## src/rtl/sorted_stream_out.sv

```systemverilog
// Buffers one sorted array from the upstream sorter and replays it as a
// valid/ready word stream in ascending or descending index order.
module sorted_stream_out #(
  parameter  int DATA_N = 4,
  parameter  int DATA_W = 4,
  localparam int IW     = (DATA_N > 1) ? $clog2(DATA_N) : 1
) (
  input  logic              clk,
  input  logic              rst_n,
  input  logic [DATA_W-1:0] data_in [DATA_N],
  input  logic              load,
  input  logic              desc,
  output logic              m_valid,
  input  logic              m_ready,
  output logic [DATA_W-1:0] m_data,
  output logic [IW-1:0]     m_index,
  output logic              m_last,
  output logic              busy,
  output logic              frame_done,
  output logic              overrun
);

  localparam logic [IW-1:0] LAST_IDX = IW'(DATA_N - 1);

  typedef enum logic {IDLE, STREAM} state_t;

  state_t            r_state;
  logic [DATA_W-1:0] r_buf [DATA_N];
  logic              r_desc;
  logic [IW-1:0]     r_idx;
  logic [DATA_W-1:0] r_data;
  logic              r_last;
  logic              r_done;
  logic              r_ovr;

  logic              w_xfer;
  logic              w_accept;
  logic [IW-1:0]     w_nidx;
  logic              w_nlast;

  assign w_xfer   = (r_state == STREAM) && m_ready;
  // A load is taken when idle, or when it coincides with the final transfer.
  assign w_accept = load && ((r_state == IDLE) || (w_xfer && r_last));
  assign w_nidx   = r_desc ? (r_idx - 1'b1) : (r_idx + 1'b1);
  assign w_nlast  = r_desc ? (w_nidx == '0) : (w_nidx == LAST_IDX);

  always_ff @(posedge clk or negedge rst_n) begin
    if (!rst_n) begin
      r_state <= IDLE;
      r_desc  <= 1'b0;
      r_idx   <= '0;
      r_data  <= '0;
      r_last  <= 1'b0;
      r_done  <= 1'b0;
      r_ovr   <= 1'b0;
      for (int i = 0; i < DATA_N; i++) r_buf[i] <= '0;
    end else begin
      r_done <= 1'b0;
      if (w_accept) begin
        for (int i = 0; i < DATA_N; i++) r_buf[i] <= data_in[i];
        r_desc  <= desc;
        r_state <= STREAM;
        r_idx   <= desc ? LAST_IDX : '0;
        r_data  <= desc ? data_in[DATA_N-1] : data_in[0];
        r_last  <= (DATA_N == 1);
        r_ovr   <= 1'b0;
        r_done  <= w_xfer;
      end else begin
        if (load) r_ovr <= 1'b1;
        if (w_xfer) begin
          if (r_last) begin
            r_state <= IDLE;
            r_idx   <= '0;
            r_data  <= '0;
            r_last  <= 1'b0;
            r_done  <= 1'b1;
          end else begin
            r_idx   <= w_nidx;
            r_data  <= r_buf[w_nidx];
            r_last  <= w_nlast;
          end
        end
      end
    end
  end

  assign busy       = (r_state == STREAM);
  assign m_valid    = busy;
  assign m_data     = r_data;
  assign m_index    = r_idx;
  assign m_last     = r_last;
  assign frame_done = r_done;
  assign overrun    = r_ovr;

endmodule

```

## config.mk

```make
export PLATFORM = sky130hd
export DESIGN_NAME = sorted_stream_out
export DESIGN_NICKNAME = d
export VERILOG_FILES = /design/src/rtl/sorted_stream_out.sv
export SDC_FILE = /design/constraint.sdc
export NUM_CORES = 1
export LEC_CHECK = 0
export ABC_AREA = 1
export CORE_MARGIN = 2
export CORE_UTILIZATION = 49
export CTS_BUF_LIST = sky130_fd_sc_hd__clkbuf_16
export DETAILED_ROUTE_END_ITERATION = 8
export GPL_ROUTABILITY_DRIVEN = 0
export GPL_TIMING_DRIVEN = 0
export PLACE_DENSITY = 0.77
export SETUP_SLACK_MARGIN = 0.3
export SLEW_MARGIN = 20
export SYNTH_ARGS = -nofsm -noshare
export SYNTH_HDL_FRONTEND = slang
export SYNTH_SLANG_ARGS = --single-unit
export TNS_END_PERCENT = 30
```

## constraint.sdc

```tcl
create_clock -name clk -period 1.65 [get_ports clk]
set_clock_uncertainty 0.1 [all_clocks]
set_input_delay 0.4125 -clock clk [delete_from_list [all_inputs] [get_ports clk]]
set_output_delay 0.4125 -clock clk [all_outputs]
set_load 0.01 [all_outputs]
```

==> results_dict.tcl, run 1 <==
set metrics [dict create \
    synth_xor_xnor_area_share_pct 0.6500 \
    clkPwrFrac_pct 15.0 \
    yosysWarnings 0 \
    synth_common_cells "nand2_1 (54), dfrtp_1 (27), inv_1 (27)" \
    netlist.area_leader.share_pct 50.14 \
    finalHoldViolations 0 \
    grt_overflow 0 \
    fillers 195 \
    synthFlopType "dfrtp_1" \
    die_y_um 56.44 \
    hold_slack_ns 0.05049 \
    syn_area_per_cell_um2 7.744 \
    drtAntennaViolNets 0 \
    cts_sinks 27 \
    antenna_found_initial 0 \
    ir_drop_mv 1.418 \
    synthArstFlopShare_pct 100.0 \
    clk_latency_ns 0.27 \
    synthMuxAreaShare_pct 0 \
    root_buffer "clkbuf_16" \
    cp.arrival_ns 1.01 \
    drt_iter0_drc 59 \
    first_global_vias 1264 \
    wl_per_cell_um 13.99 \
    grt_usage_pct 21.91 \
    synth_top_family_by_area "simple AND/OR/NAND/NOR gates" \
    initial_utilization_pct 50.16 \
    slew_violations 0 \
    viasPerCell 5.219 \
    synth.distinct_cells 19 \
    synth.most_common_cell "nand2_1" \
    num_io_pins 32 \
    dieWidth_um 56.44 \
    crit_path_cell_trace "buf_4, clkdlybuf4s15_1" \
    yosysTopAreaCell "dfrtp_1" \
    min_path_type "input port to async pin" \
    synth_edf_count 0 \
    area_delta_synth_final_pct 46.70 \
    place.detailed.hpwl_mm 2.164 \
    cap_violations 0 \
    cp.required_ns 1.14 \
    totalWireLength_mm 3.511 \
    setup_viol 0 \
    regArea_um2 678.2 \
    cts_tree "built" \
    p_per_area_mw_per_mm2 1867 \
    clk_pin_slew_ns 0.07 \
    critical_path.max_stage_delay_ns 0.40 \
    synthCells 174 \
    post-route-period-util_pct 92.53 \
    end_kind "output pin" \
    clockBufferDepth 2 \
    yosys.area_share.simple_pct 27.39 \
    postCtsHoldBufs 0 \
    setup_tns_ns 0 \
    switching_share_pct 41.14 \
    p_sw_mw 1.518 \
    seq_area_frac_synth_pct 50.14 \
    tightest_slew_ns 0.6022 \
    yosys-top-cells-area "dfrtp_1 (50%), nand2_1 (15%), nand3_1 (9.3%)" \
    yosys.area_share.adder_pct 1.857 \
    vias 1310 \
    synth-compound-area-share_pct 8.449 \
    grt_max_degree 28 \
    power.leakage_nw 1.012 \
    crit_type "flop to output pin" \
    port_buffers 30 \
    coreArea_mm2 0.002686 \
    dieArea_mm2 0.003185 \
    internal_power_mw 2.172 \
    cp_slowest_cell "dfrtp_1" \
    grt_pass1_wl_mm 5.471 \
    fmax_ghz 0.6550 \
    power.share.combinational_pct 55.4 \
    status "completed" \
    crit_path_max_fanout 3 \
    drc 0 \
    layout-drive-gt1-share_pct 26.36 \
    synth_seq_cells 27 \
    first_pass_iters 4 \
    rsz0062_at_grt "yes" \
    antennaDiodeCount 0 \
    synth_fp_nets 197 \
    seq_power_share_pct 29.6 \
    nNetsFinal 244 \
    multi_input_area_um2 636.9 \
    htree_levels 1 \
    fin_crit_ns 1.527 \
    numCtsBuffers 3 \
    netlist_area_mm2 0.001348 \
    start_kind "flop" \
    utilization_pct 73.59 \
    rows 19 \
    slew_headroom_pct 59.85 \
]
[stage by stage]
stage                     setup slack [ns]  cell area (um^2)  instances  total power, mW
after floorplan                     0.2520              1376        174            2.153
after global placement             -0.2895              1715        235            2.636
after detailed placement           -0.1469              1710        235            2.683
after CTS                           0.1142              1833        245            3.387
after global routing               0.05562              1977        251            3.955
final                               0.1233              1977        251            3.690
[placed cells by master (no fill, tap or decap), drive strengths merged]
| master | n |
|---|---|
| xor2 | 1 |
| dlymetal6s2s | 2 |
| o21ai | 20 |
| clkbuf | 4 |
| nor3 | 1 |
| nand3 | 25 |
| nand2 | 54 |
| inv | 29 |
| dlygate4sd2 | 1 |
| a21oi | 2 |
| dfrtp | 27 |
| buf | 27 |
| clkdlybuf4s15 | 2 |
| clkdlybuf4s50 | 16 |
| nor2 | 7 |
| ha | 2 |
[area by class of cell]
class	count	area share, %
multi-input cells	112	32.22
plain buffers	7	2.848
well taps	31	1.962
clock inverters	1	0.1899
repair buffers	42	18.73
clock buffers	3	3.797
inverters	28	5.949
flip-flops and latches	27	34.30
[routing by layer]
| layer | vias up | track usage (%) | routed length, um |
|---|---|---|---|
| met5 | - | 0 | 0 |
| met4 | 0 | 9.184 | 68 |
| met3 | 7 | 3.917 | 184 |
| met2 | 46 | 37.38 | 1744 |
| met1 | 625 | 27.15 | 1513 |
| li1 | 632 | - | - |
[power by group through the flow]
stage,registers [mW],clock network (mW),logic (mW)
3_5_place_dp,1.11,0,1.57
5_1_grt,1.13,0.581,2.24
3_3_place_gp,1.10,0,1.53
2_1_floorplan,1.13,0,1.02
4_1_cts,1.09,0.554,1.74
6_report,1.09,0.554,2.04
[state kept, by name, indices dropped and copies added, names as in the netlist]
signal      cells
r_buf          16
m_data          4
m_index         2
busy            1
frame_done      1
m_last          1
overrun         1
r_desc          1
[critical path: cells and delay by family (launching register included)]
family / cells / cell delay (ns)
buf+inv: 2 / 0.36
flops: 1 / 0.40
[worst paths after layout]
path | end | slack (ns) | cells after the start | startpoint
worst min-delay path | r_buf[3] | 0.05 | 1 | rst_n
worst max-delay path | m_valid | 0.12 | 2 | busy
worst min register to register | overrun | 0.41 | 2 | overrun
min in group clk | overrun | 0.41 | 2 | overrun
max in group asynchronous | r_desc | 0.97 | 1 | rst_n
worst max register to register | m_data[0] | 0.13 | 8 | m_index[1]
[cells by family (layout without fill, tap and decap cells)]
| family | count (synthesis) | in the layout |
|---|---|---|
| compound gates | 22 | 22 |
| xor+xnor | 1 | 1 |
| fa+ha+maj | 2 | 2 |
| buf+inv | 35 | 81 |
| flops | 27 | 27 |
| simple gates | 87 | 87 |
[timing repair]
item / 4_1_cts / 5_1_grt
gates resized for setup: 45 / 27
setup buffers: 6 / 5
pin swaps: 10 / 9
setup endpoints to repair: 36 / 29
gates cloned: 0 / 1
Note: power is estimated with default switching activity, not from simulation.
==> run 2: changes to the inputs <==
--- a/config.mk
+++ b/config.mk
@@ -8,13 +8,11 @@
 export ABC_AREA = 1
 export CORE_MARGIN = 2
 export CORE_UTILIZATION = 49
-export CTS_BUF_LIST = sky130_fd_sc_hd__clkbuf_16
 export DETAILED_ROUTE_END_ITERATION = 8
 export GPL_ROUTABILITY_DRIVEN = 0
 export GPL_TIMING_DRIVEN = 0
 export PLACE_DENSITY = 0.77
 export SETUP_SLACK_MARGIN = 0.3
-export SLEW_MARGIN = 20
 export SYNTH_ARGS = -nofsm -noshare
 export SYNTH_HDL_FRONTEND = slang
 export SYNTH_SLANG_ARGS = --single-unit
==> results_dict.tcl, run 2 (same netlist as run 1, synthesis figures left out) <==
set metrics [dict create \
    layout_common_cells "nand2_1 (44), dfrtp_1 (25), inv_1 (24)" \
    p_per_area_mw_per_mm2 1762 \
    r2r_end "m_data[1]" \
    power.leakage_nw 1.069 \
    finalHoldViolations 19 \
    final_common_cell "nand2_1" \
    reg2regPathDepth 8 \
    rows 19 \
    slew_violations 0 \
    status "finished, violations left" \
    critical_path.max_stage_delay_ns 0.43 \
    clk_pin_slew_ns 0.15 \
    rr_startpoint "m_index[1]" \
    seq_power_share_pct 30.3 \
    drt_iter0_drc 61 \
    setup_viol 0 \
    layout-drive-gt1-share_pct 32.59 \
    numCtsBuffers 3 \
    tightest_slew_ns 0.6862 \
    largest_reg_flops 16 \
    crit_top_cell "nand3_1" \
    fin_crit_ns 1.553 \
    num_io_pins 32 \
    viasPerCell 5.227 \
    wl_per_cell_um 13.62 \
    crit_path_cell_trace "buf_6, xor2_4, ha_4, inv_6, nand3_2, nand2_1, nand3_1, nand3_1" \
    area_delta_synth_final_pct 51.53 \
    htree_levels 1 \
    port_buffers 30 \
    ir_drop_mv 1.405 \
    drtAntennaViolNets 0 \
    clk_latency_ns 0.33 \
    cap_violations 0 \
    worst-path-buf-inv 2 \
    min_path_type "input port to async pin" \
    dieWidth_um 56.44 \
    grt_overflow 0 \
    grt_usage_pct 20.94 \
    switching_share_pct 42.32 \
    fillers 177 \
    dieArea_mm2 0.003185 \
    r2r_slack_ns 0.1 \
    regArea_um2 678.2 \
    cp.arrival_ns 1.68 \
    critical_path.top_delay_family "flip-flops" \
    internal_power_mw 2.075 \
    slew_headroom_pct 54.25 \
    place.detailed.hpwl_mm 2.164 \
    post-route-period-util_pct 94.14 \
    fmax_ghz 0.6438 \
    antennaDiodeCount 0 \
    rsz0062_at_grt "yes" \
    first_global_vias 1214 \
    nNetsFinal 248 \
    initial_utilization_pct 50.16 \
    crit_path_max_fanout 5 \
    cts_sinks 27 \
    crit_type "flop to flop" \
    start_kind "flop" \
    totalWireLength_mm 3.473 \
    power.share.combinational_pct 61.6 \
    cts_tree "built" \
    p_sw_mw 1.523 \
    vias 1333 \
    root_buffer "clkbuf_4" \
    cp.required_ns 1.78 \
    end_kind "flop" \
    utilization_pct 76.01 \
    first_pass_iters 4 \
    top_register "r_buf" \
    grt_max_degree 28 \
    clockBufferDepth 2 \
    hold_slack_ns -0.01238 \
    coreArea_mm2 0.002686 \
    multi_input_area_um2 691.9 \
    clkPwrFrac_pct 8.2 \
    die_y_um 56.44 \
    antenna_found_initial 0 \
    drc 0 \
    cp_slowest_cell "dfrtp_1" \
    violations "negative hold slack" \
    grt_pass1_wl_mm 5.285 \
]
run 2: changes by cell type in the layout (fill, tap and decap cells not counted), sizes merged:
cell | previous run | this run
dlygate4sd2 | 1 | 0
inv | 29 | 27
buf | 27 | 32
clkinv | 0 | 1
clkbuf | 4 | 7
clkdlybuf4s15 | 2 | 0
run 2: final cells by class:
class | instances | share of cell area [%]
multi-input combinational | 112 | 33.88
clock buffer | 4 | 1.287
sequential | 27 | 33.21
buffer | 7 | 3.554
tap | 31 | 1.900
timing repair buffer | 46 | 19.91
inverter | 28 | 6.250
run 2: worst max-delay path by stage:
stage | startpoint | to | cells after the start
finish | m_index[1] | m_data[1] | 8
global route | m_index[1] | m_data[1] | 8
CTS | m_index[1] | m_data[3] | 8
detailed placement | rst_n | r_desc | 1
global placement | rst_n | r_desc | 1
floorplan | r_desc | m_data[0] | 7
run 2: power groups by stage:
stage | Clock, mW | Combinational (mW) | Sequential (mW)
after floorplan | 0 | 1.02 | 1.13
after global placement | 0 | 1.53 | 1.10
after detailed placement | 0 | 1.57 | 1.11
after CTS | 0.298 | 1.77 | 1.08
after global routing | 0.320 | 2.41 | 1.13
final | 0.293 | 2.21 | 1.09
run 2: stage by stage:
stage,instance area (um^2),power (mW),cells,setup WS (ns),TNS [ns]
2_1_floorplan,1376,2.153,174,0.2520,0
3_3_place_gp,1715,2.636,235,-0.2895,-9.770
3_5_place_dp,1715,2.684,235,-0.3340,-11.49
4_1_cts,1788,3.152,246,0.1049,0
5_1_grt,2042,3.863,255,0.01873,0
6_report,2042,3.598,255,0.09664,0
run 2: worst register-to-register path, stage by stage (launching register included):
cell and delay [ns]:
dfrtp_1 0.43, buf_6 0.14, xor2_4 0.15, ha_4 0.33, inv_6 0.06, nand3_2 0.05, nand2_1 0.05, nand3_1 0.07
nand3_1 0.07
run 2: layer usage:
layer  up-vias  part of all wire, %  track usage (%)  wire length, um
met3         5                  5.2            3.226              181
met1       635                   42            26.70             1444
met4         0                  1.5            7.483               53
met5         -                    0                0                0
met2        45                   52            35.88             1794
li1        648                    -                -                -
run 2: timing repair:
item                       CTS  global route
buffers inserted             7             8
hold buffers                 0             0
pin swaps                   13             5
cloned                       0             1
resized for setup           56            48
setup endpoints to repair   61            63
